==> src/rtl/arb_pkg.sv <==
// Shared types and constants for the unified instruction/data memory arbiter.
package arb_pkg;

    typedef enum logic [1:0] {
        IDLE   = 2'd0,
        GNT_IF = 2'd1,
        GNT_D  = 2'd2
    } arb_state_e;

    localparam logic [1:0] SZ_WORD = 2'b00;
    localparam logic [1:0] SZ_BYTE = 2'b01;
    localparam logic [1:0] SZ_HALF = 2'b10;

    localparam int MEM_LAT_MAX = 4;

endpackage

==> src/rtl/arb_lat_counter.sv <==
// Loadable down-counter with a zero flag; stops at zero rather than wrapping.
module arb_lat_counter #(
    parameter int W = 3
) (
    input  logic         clk,
    input  logic         rst,
    input  logic         load,
    input  logic [W-1:0] load_val,
    input  logic         dec,
    output logic [W-1:0] cnt,
    output logic         zero
);

    always_ff @(posedge clk or negedge rst) begin
        if (!rst) begin
            cnt <= '0;
        end else if (load) begin
            cnt <= load_val;
        end else if (dec && !zero) begin
            cnt <= cnt - W'(1);
        end
    end

    assign zero = (cnt == '0);

endmodule

==> src/rtl/unified_mem_arbiter.sv <==
// Arbitrates one single-ported memory between the fetch port and the load/store port.
// state  | meaning
// IDLE   | no access in flight; arbitration evaluated this cycle
// GNT_IF | fetch transaction owns the memory
// GNT_D  | load/store transaction owns the memory
module unified_mem_arbiter
    import arb_pkg::*;
#(
    parameter int ADDR_W     = 32,
    parameter int DATA_W     = 32,
    parameter int MEM_LAT    = 1,
    parameter int STARVE_MAX = 4
) (
    input  logic              clk,
    input  logic              rst,
    input  logic              if_req,
    input  logic [ADDR_W-1:0] if_addr,
    output logic [DATA_W-1:0] if_rdata,
    output logic              if_valid,
    output logic              if_stall,
    input  logic              d_req,
    input  logic              d_we,
    input  logic [ADDR_W-1:0] d_addr,
    input  logic [DATA_W-1:0] d_wdata,
    input  logic [1:0]        d_size,
    output logic [DATA_W-1:0] d_rdata,
    output logic              d_valid,
    output logic              d_stall,
    output logic              mem_en,
    output logic              mem_we,
    output logic [ADDR_W-1:0] mem_addr,
    output logic [DATA_W-1:0] mem_wdata,
    output logic [1:0]        mem_size,
    input  logic [DATA_W-1:0] mem_rdata
);

    localparam int              LAT_W      = $clog2(MEM_LAT_MAX) + 1;
    localparam logic [LAT_W-1:0] LAT_LOAD  = LAT_W'(MEM_LAT - 1);
    localparam logic [3:0]       STARVE_LIM = 4'(STARVE_MAX);

    arb_state_e        state;
    arb_state_e        next_state;
    logic              grant_d;
    logic              grant_if;
    logic [LAT_W-1:0]  lat_cnt;
    logic              lat_zero;
    logic [3:0]        starve_cnt;
    logic [ADDR_W-1:0] addr_q;
    logic              we_q;
    logic [DATA_W-1:0] wdata_q;
    logic [1:0]        size_q;

    // Data wins unless fetch has been passed over STARVE_MAX times in a row.
    assign grant_d  = (state == IDLE) && d_req && !(if_req && (starve_cnt == STARVE_LIM));
    assign grant_if = (state == IDLE) && !grant_d && if_req;

    always_ff @(posedge clk or negedge rst) begin
        if (!rst) begin
            state <= IDLE;
        end else begin
            state <= next_state;
        end
    end

    always_comb begin
        next_state = state;
        case (state)
            IDLE: begin
                if (grant_d) begin
                    next_state = GNT_D;
                end else if (grant_if) begin
                    next_state = GNT_IF;
                end
            end
            GNT_IF, GNT_D: begin
                if (lat_zero) begin
                    next_state = IDLE;
                end
            end
            default: next_state = IDLE;
        endcase
    end

    arb_lat_counter #(
        .W (LAT_W)
    ) u_lat_cnt (
        .clk      (clk),
        .rst      (rst),
        .load     (grant_d || grant_if),
        .load_val (LAT_LOAD),
        .dec      (state != IDLE),
        .cnt      (lat_cnt),
        .zero     (lat_zero)
    );

    // Fetch grants leave wdata untouched; it is never written for a fetch.
    always_ff @(posedge clk or negedge rst) begin
        if (!rst) begin
            addr_q  <= '0;
            we_q    <= 1'b0;
            wdata_q <= '0;
            size_q  <= SZ_WORD;
        end else if (grant_d) begin
            addr_q  <= d_addr;
            we_q    <= d_we;
            wdata_q <= d_wdata;
            size_q  <= d_size;
        end else if (grant_if) begin
            addr_q  <= if_addr;
            we_q    <= 1'b0;
            size_q  <= SZ_WORD;
        end
    end

    always_ff @(posedge clk or negedge rst) begin
        if (!rst) begin
            starve_cnt <= '0;
        end else if (grant_d) begin
            if (!if_req) begin
                starve_cnt <= '0;
            end else if (starve_cnt != STARVE_LIM) begin
                starve_cnt <= starve_cnt + 4'd1;
            end
        end else if (grant_if) begin
            starve_cnt <= '0;
        end
    end

    always_comb begin
        mem_en    = (state != IDLE);
        mem_we    = (state == GNT_D) && we_q && (lat_cnt == LAT_LOAD);
        mem_addr  = addr_q;
        mem_wdata = wdata_q;
        mem_size  = size_q;
        if_valid  = (state == GNT_IF) && lat_zero;
        d_valid   = (state == GNT_D) && lat_zero;
        // Read data is a pass-through, forced to zero while reset is held.
        if_rdata  = rst ? mem_rdata : '0;
        d_rdata   = rst ? mem_rdata : '0;
        if_stall  = if_req && !if_valid;
        d_stall   = d_req && !d_valid;
    end

endmodule

==> config.mk <==
export PLATFORM = sky130hd
export DESIGN_NAME = unified_mem_arbiter
export DESIGN_NICKNAME = d
export VERILOG_FILES = /design/src/rtl/arb_pkg.sv /design/src/rtl/arb_lat_counter.sv /design/src/rtl/unified_mem_arbiter.sv
export SDC_FILE = /design/constraint.sdc
export NUM_CORES = 1
export LEC_CHECK = 0
export ABC_CLOCK_PERIOD_IN_PS = 4900
export BUFFER_PORTS_ARGS = -buffer_cell sky130_fd_sc_hd__buf_2
export CORE_MARGIN = 5
export CORE_UTILIZATION = 28
export DETAILED_ROUTE_END_ITERATION = 10
export GPL_TIMING_DRIVEN = 0
export SETUP_SLACK_MARGIN = 0.3
export SLEW_MARGIN = 20
export SYNTH_ARGS = -nofsm -noshare
export SYNTH_HDL_FRONTEND = slang
export SYNTH_HIERARCHICAL = 1
export SYNTH_SLANG_ARGS = --single-unit
==> constraint.sdc <==
create_clock -name clk -period 4.9 [get_ports clk]
set_clock_uncertainty 0.2 [all_clocks]
set_input_delay 0.245 -clock clk [delete_from_list [all_inputs] [get_ports clk]]
set_output_delay 0.245 -clock clk [all_outputs]
set_load 0.05 [all_outputs]
# ---- Word level (Yosys, flattened, before mapping)
# Cells that the tools add are included.
dict set report totals {
  reg_bits 76
  latch_bits 0
  ram_bits 0
  rom_bits 0
  inputBits 135
  output_inout_bits 136
  elab_cells 59
  n_memories 0
}
dict set report classes {
  addsub 2
  multipliers 0
  n_div 0
  n_lt_le_gt_ge 0
  eq_ne 7
  n_shift 0
  mux 17
  n_bitwise 0
  reduce_logical 26
}
# cell count
set op_table {}
lappend op_table {{2-to-1 mux 32 bit} 3}
lappend op_table {{2-to-1 mux 4 bit} 4}
lappend op_table {{logical AND 1 bit} 12}
lappend op_table {{2-to-1 mux 2 bit} 5}
lappend op_table {{2-to-1 mux 3 bit} 2}
lappend op_table {{nonzero test 2 bit} 3}
lappend op_table {{zero test 1 bit} 5}
lappend op_table {{adder 4 x 1 -> 4 bit, second input constant} 1}
lappend op_table {{== test 4 x 3 -> 1 bit, second input constant} 1}
lappend op_table {{inequality test 4 x 3 -> 1 bit, second input constant} 1}
lappend op_table {{one-hot mux 2 bit (2 select lines)} 1}
lappend op_table {{AND reduction 2 bit} 2}
lappend op_table {{zero test 3 bit} 1}
lappend op_table {{inequality test 3 x 2 -> 1 bit, second input constant} 1}
lappend op_table {{inequality test 3 bit, second input constant} 1}
lappend op_table {{subtractor 3 x 1 -> 3 bit, second input constant} 1}
lappend op_table {{== test 2 x 1 -> 1 bit, second input constant} 1}
lappend op_table {{== test 2 bit, second input constant} 1}
lappend op_table {{zero test 2 bit} 1}
lappend op_table {{2-to-1 mux 1 bit} 2}
lappend op_table {{inequality test 2 bit, second input constant} 1}
lappend op_table {{OR reduction 2 bit} 1}
lappend op_table {{logical OR 1 bit} 1}

# ---- Longest topological paths before layout
dict set report logic_depth {
  word_depth 10
  depth_mapped 7
  mapped_depth_nobuf 6
}

# ---- By module
# The synthesis kept the hierarchy.
# module n_inst cells_each area_per_inst_um2 seq_area_each_um2
set by_module_without_submodules {}
lappend by_module_without_submodules {unified_mem_arbiter 1 294 3937.5 1826.8}
lappend by_module_without_submodules {arb_lat_counter 1 19 195.2 75.1}

# ---- Least setup slack after synthesis
# Ideal clock, no wire load.
dict set report synth_path {
  path_type {register to output}
  start {register state[0]}
  end {output mem_we}
  t_arrival_ns 2.081
  t_required_ns 4.455
  path_slack_ns 2.374
  path_stages_with_launch 5
  n_path_buf 0
  path_cell_list {dfrtp_1 > inv_1 > ha_1 > nand2_1 > nor4_1}
}
dict set report synth_via {
  elab_chain_cells 3
}
# element line_no
set synth_lines {}
lappend synth_lines {{from (decl)} unified_mem_arbiter.sv:41} ;# arb_state_e state;
lappend synth_lines {{from (signal assigned)} unified_mem_arbiter.sv:61} ;# state <= next_state;
lappend synth_lines {{== test 2 bit} unified_mem_arbiter.sv:131} ;# mem_we = (state == GNT_D) && we_q && (lat_cnt == LAT_LOAD);
lappend synth_lines {{logical AND 1 bit (2 in a row)} unified_mem_arbiter.sv:131}
lappend synth_lines {{to (decl)} unified_mem_arbiter.sv:30} ;# output logic mem_we,
# Every way passes these cells.

# ---- Worst setup path after layout
dict set report layout_path {
  start {input rst}
  end {output if_rdata[21]}
}
dict set report layout_via {
  elab_chain_cells 1
}
# element line_no
set layout_lines {}
lappend layout_lines {{from (decl)} unified_mem_arbiter.sv:15} ;# input logic rst,
lappend layout_lines {{2-to-1 mux 32 bit} unified_mem_arbiter.sv:138} ;# if_rdata = rst ? mem_rdata : '0;
lappend layout_lines {{to (decl)} unified_mem_arbiter.sv:18} ;# output logic [DATA_W-1:0] if_rdata,
# Every way passes these cells.

==> results_tabular.tex <==
\begin{tabular}{lr}
\hline
Metric & Value \\
\hline
\multicolumn{2}{l}{\textbf{Pwr}} \\
\quad Leakage power & 3.53 nW \\
\quad Peak supply drop & 0.000497 V \\
\quad Pwr per Cell Area & 661 mW/mm² \\
\multicolumn{2}{l}{\textbf{Synthesis}} \\
\quad Sequential-to-total area share from yosys stat & 46.0\% \\
\quad Synth area leader & dfrtp\_1 \\
\quad Top\_reg\_cell synth & dfrtp\_1 \\
\quad Area fraction in and, or, nand and nor cells after synthesis & 8.93\% \\
\quad Count of flip-flops with a built-in enable after synthesis & 0 \\
\quad Post-Syn Area & $\sim$0.0041 mm² \\
\quad Adder-Cell Fraction of Synth Area & roughly 2.1\% \\
\quad Post-synthesis sequential element count & 76 \\
\quad Area share of the largest cell type after synthesis & about 46\% \\
\quad Synthesized instance count & approximately 310 \\
\quad Main area contributors after synthesis & dfrtp\_1 46\%, mux2\_2 18\%, mux2\_4 11\% \\
\quad Count of synthesis-stage warnings from yosys & 6 \\
\quad Fraction of the mapped netlist area in compound gates & 2.45\% \\
\quad Mux contribution to synthesized area & 29.5\% \\
\quad Largest family of logic cells by synthesized area & multiplexers \\
\quad Most common cell in the synthesized netlist & dfrtp\_1 \\
\quad Synth async-reset ratio & 100\% \\
\quad Commonest cells in the netlist & 76 x dfrtp\_1, 67 x mux2\_2, 34 x and2\_1, 34 x buf\_4, 29 x mux2\_4 \\
\quad Syn Area/Cell & about 13 µm² \\
\quad Synth cell types & 35 \\
\quad Parity-gate share of the synthesized area counting xor and xnor cells & less than 1\% \\
\multicolumn{2}{l}{\textbf{Layout}} \\
\quad Area Growth Syn to Fin & 63.1\% \\
\quad Post-route insts no fill & between 800 and 900 \\
\quad Share of final-layout standard cells stronger than drive strength 1 & 64.1\% \\
\quad Net total in the final layout & 806 \\
\multicolumn{2}{l}{\textbf{STA}} \\
\quad Number of setup violations in the final report & 0 \\
\quad RSZ-0062 raised after global routing & no \\
\quad Final cycle utilization of the critical path & 54.1\% \\
\quad Final Hold Viols & 0 \\
\quad Final number of max-transition violations & 0 \\
\quad Slew at the pin closest to its max-slew limit & 0.609 ns \\
\quad Setup tns final & 0 ns \\
\quad Achievable clock frequency & 0.377 GHz \\
\quad Final period demand of the worst path & about 2.7 ns \\
\quad Max-slew headroom & 59.4\% \\
\multicolumn{2}{l}{\textbf{Setup path}} \\
\quad Critical path launch point type & input pin \\
\quad Reg-to-Reg Start & state[0] \\
\quad WP buf/inv & 5 \\
\quad Register-to-register setup slack & 2.71 ns \\
\quad Crit path top cell by count & buf\_4 \\
\quad Sequence of cells on the critical path & dlygate4sd3\_1 -> buf\_4 -> clkbuf\_1 -> and2\_1 -> buf\_4 -> buf\_2 \\
\quad Worst R2R Path Depth & 6 \\
\quad Kind of critical path & in -> out \\
\quad Kind of end point of the critical path & output pin \\
\quad Critical Path Fanout Max & 47 \\
\quad Arrival @ worst endpoint & 2.21 ns \\
\quad CP peak stage delay & between 0.5 and 0.6 ns \\
\quad Endpoint of the lowest-slack register-to-register path & u\_lat\_cnt/cnt[2] \\
\quad Data required time of the worst path & 4.45 ns \\
\quad Cell family with most CP delay & buffers and inverters \\
\quad Cell with the largest stage delay on the worst path & dlygate4sd3\_1 \\
\multicolumn{2}{l}{\textbf{Clock tree}} \\
\quad Maximum count of clock buffers along a single path & 2 \\
\quad CTS HTree Levels & 3 \\
\quad Clock Latency Late Sink & approximately 0.34 ns \\
\quad Number of buffers added by the clock tree synthesis step & 9 \\
\quad CTS Root Cell & clkbuf\_16 \\
\quad Cells resized by post-CTS repair & 0 \\
\quad Clock-pin slew reported for the worst setup and hold paths after clock tree synthesis & 0.06 ns \\
\quad Clock sinks & 76 \\
\quad Number of setup buffers added after CTS & 0 \\
\quad Count of hold buffers inserted by post-cts repair & 68 \\
\quad CTS tree & done \\
\multicolumn{2}{l}{\textbf{Detailed routing}} \\
\quad Routed vias/inst & 4.24 \\
\quad Final ANT Viol Nets & 0 \\
\quad Top sig layer & met4 \\
\quad Initial detailed-routing violation count & 70 \\
\quad Post-route DRC violation count & 0 \\
\quad Total length of routed met3 wires & 1.23 mm \\
\quad Met2 layer wire length in the routed design & 6.72 mm \\
\quad Final routed wirelength across all metal layers & 13.1 mm \\
\quad Average detailed-routed wire length per instance & about 15 µm \\
\quad Vias after detailed routing & between 3,000 and 4,000 \\
\quad Routed metal-1 wirelength & 4.95 mm \\
\quad First drt pass iteration count & 4 \\
\multicolumn{2}{l}{\textbf{Floorplan}} \\
\quad Core ar. & 0.0145 mm² \\
\quad Effective utilization at floorplan & around 29\% \\
\quad I/O pin total & 271 \\
\quad Std-Cell Rows & 44 \\
\quad Height of the die & 131 µm \\
\quad Die Width & about 130 µm \\
\quad Full die area & 0.0173 mm² \\
\multicolumn{2}{l}{\textbf{Global route}} \\
\quad Vias in the first global route & 4,060 \\
\quad Pin count of the biggest net entering global routing & 48 \\
\quad Antenna violations before repair & 1 \\
\quad Wire length of the first global-routing pass & 21.1 mm \\
\quad Total global routing overflow & 0 \\
\quad Combined global-route utilization of all metal layers & between 10\% and 20\% \\
\multicolumn{2}{l}{\textbf{Hold path}} \\
\quad Worst min path class & in -> reg \\
\quad Endpoint of the worst hold path & starve\_cnt[3] \\
\quad Number of cells on the worst hold path & 2 \\
\quad Hold path startpoint & if\_req \\
\multicolumn{2}{l}{\textbf{Placement}} \\
\quad Detailed placer's ending HPWL & 10.0 mm \\
\quad Port bufs & 269 \\
\quad Final weighted congestion in routability-driven placement & a little under 0.8 \\
\quad Cell total after placement & 769 \\
\multicolumn{2}{l}{\textbf{Run}} \\
\quad Number of maximum-capacitance constraint violations & 0 \\
\multicolumn{2}{l}{\textbf{Status}} \\
\quad Outcome & finished, final reports clean \\
\hline
\end{tabular}
## kinds of logic (layout without fill, tap and decap cells)
logic type                 Yosys count  count (layout)
AOI/OAI and AO/OA                   13              13
other                                1               4
and+or+nand+nor                     56              56
adders and majority gates            7               7
DFF                                 76              76
xor gates and xnor gates             2               2
buffers and inverters               59             413
muxes                               99              99
## through the flow
step           setup slack (ns)  power, W  utilization (%)  instance area [µm²]  hold slack, ns
6_report                   2.25   0.00446             46.6                 6740          0.0285
5_1_grt                    2.02   0.00468             46.6                 6740          0.0175
4_1_cts                    2.19   0.00452             46.5                 6740          0.0167
3_5_place_dp               2.72   0.00374             39.6                 5740           0.104
3_3_place_gp               1.88   0.00368             39.5                 5720           0.276
2_1_floorplan              2.37   0.00312                -                 4140          -0.251
## where the power goes
group | total, W | leakage (nW) | internal, W | switching, W
clock | 0.000713 | 0.149 | 0.000446 | 0.000267
sequential | 0.00111 | 0.905 | 0.000941 | 0.000164
combinational | 0.00264 | 2.47 | 0.000924 | 0.00172
## sequential cells by signal (all words and copies together) (netlist names)
register,flops
state,2
we_q,1
mem_addr,32
u_lat_cnt/cnt,3
mem_wdata,32
starve_cnt,4
mem_size,2
## layer usage
| metal | global-route usage, % | vias to the layer above |
|---|---|---|
| li1 | - | 1737 |
| met1 | 16.3 | 1696 |
| met2 | 26.8 | 174 |
| met3 | 5.85 | 14 |
| met4 | 4.17 | 0 |
| met5 | 0 | - |
## worst max path at each step
stage             start                to  slack [ns]  cells after the start
2_1_floorplan  state[0]            mem_we        2.37                      4
3_3_place_gp        rst      if_rdata[21]        1.88                      5
3_5_place_dp   state[0]  u_lat_cnt/cnt[2]        2.72                      6
4_1_cts             rst      if_rdata[21]        2.19                      6
5_1_grt             rst      if_rdata[11]        2.02                      6
6_report            rst      if_rdata[21]        2.25                      6
## cell usage in the layout, fill, tap and decap left out, types with 2 or more instances in the layout
master         synthesis  routed
buf_2                  1     269
clkbuf_1               3       4
conb_1                 1       3
o311ai_0               2       2
ha_1                   7       7
mux2i_1                3       3
buf_12                 2       3
bufinv_16              0       2
clkbuf_16              0       9
dlygate4sd3_1          0      68
mux2_4                29      29
nand2_1                8       8
clkinvlp_4             0       2
inv_1                 13      13
a21oi_1                2       2
or4b_1                 3       3
and2_1                34      34
mux2_2                67      67
buf_6                  5       5
nor2b_1                3       3
buf_4                 34      35
a32o_1                 3       3
dfrtp_1               76      76
o21ai_0                2       2
## final cells by class
| class | count | area (µm²) |
|---|---|---|
| clock buffer | 10 | 229 |
| fill | 1309 | 7740 |
| buffer | 46 | 383 |
| clock inverter | 6 | 88.8 |
| tap | 184 | 230 |
| inverter | 13 | 48.8 |
| multi-input combinational | 180 | 1810 |
| antenna | 1 | 2.50 |
| timing repair buffer | 338 | 2050 |
| sequential | 76 | 1900 |
(Power assumes the default switching activity.)
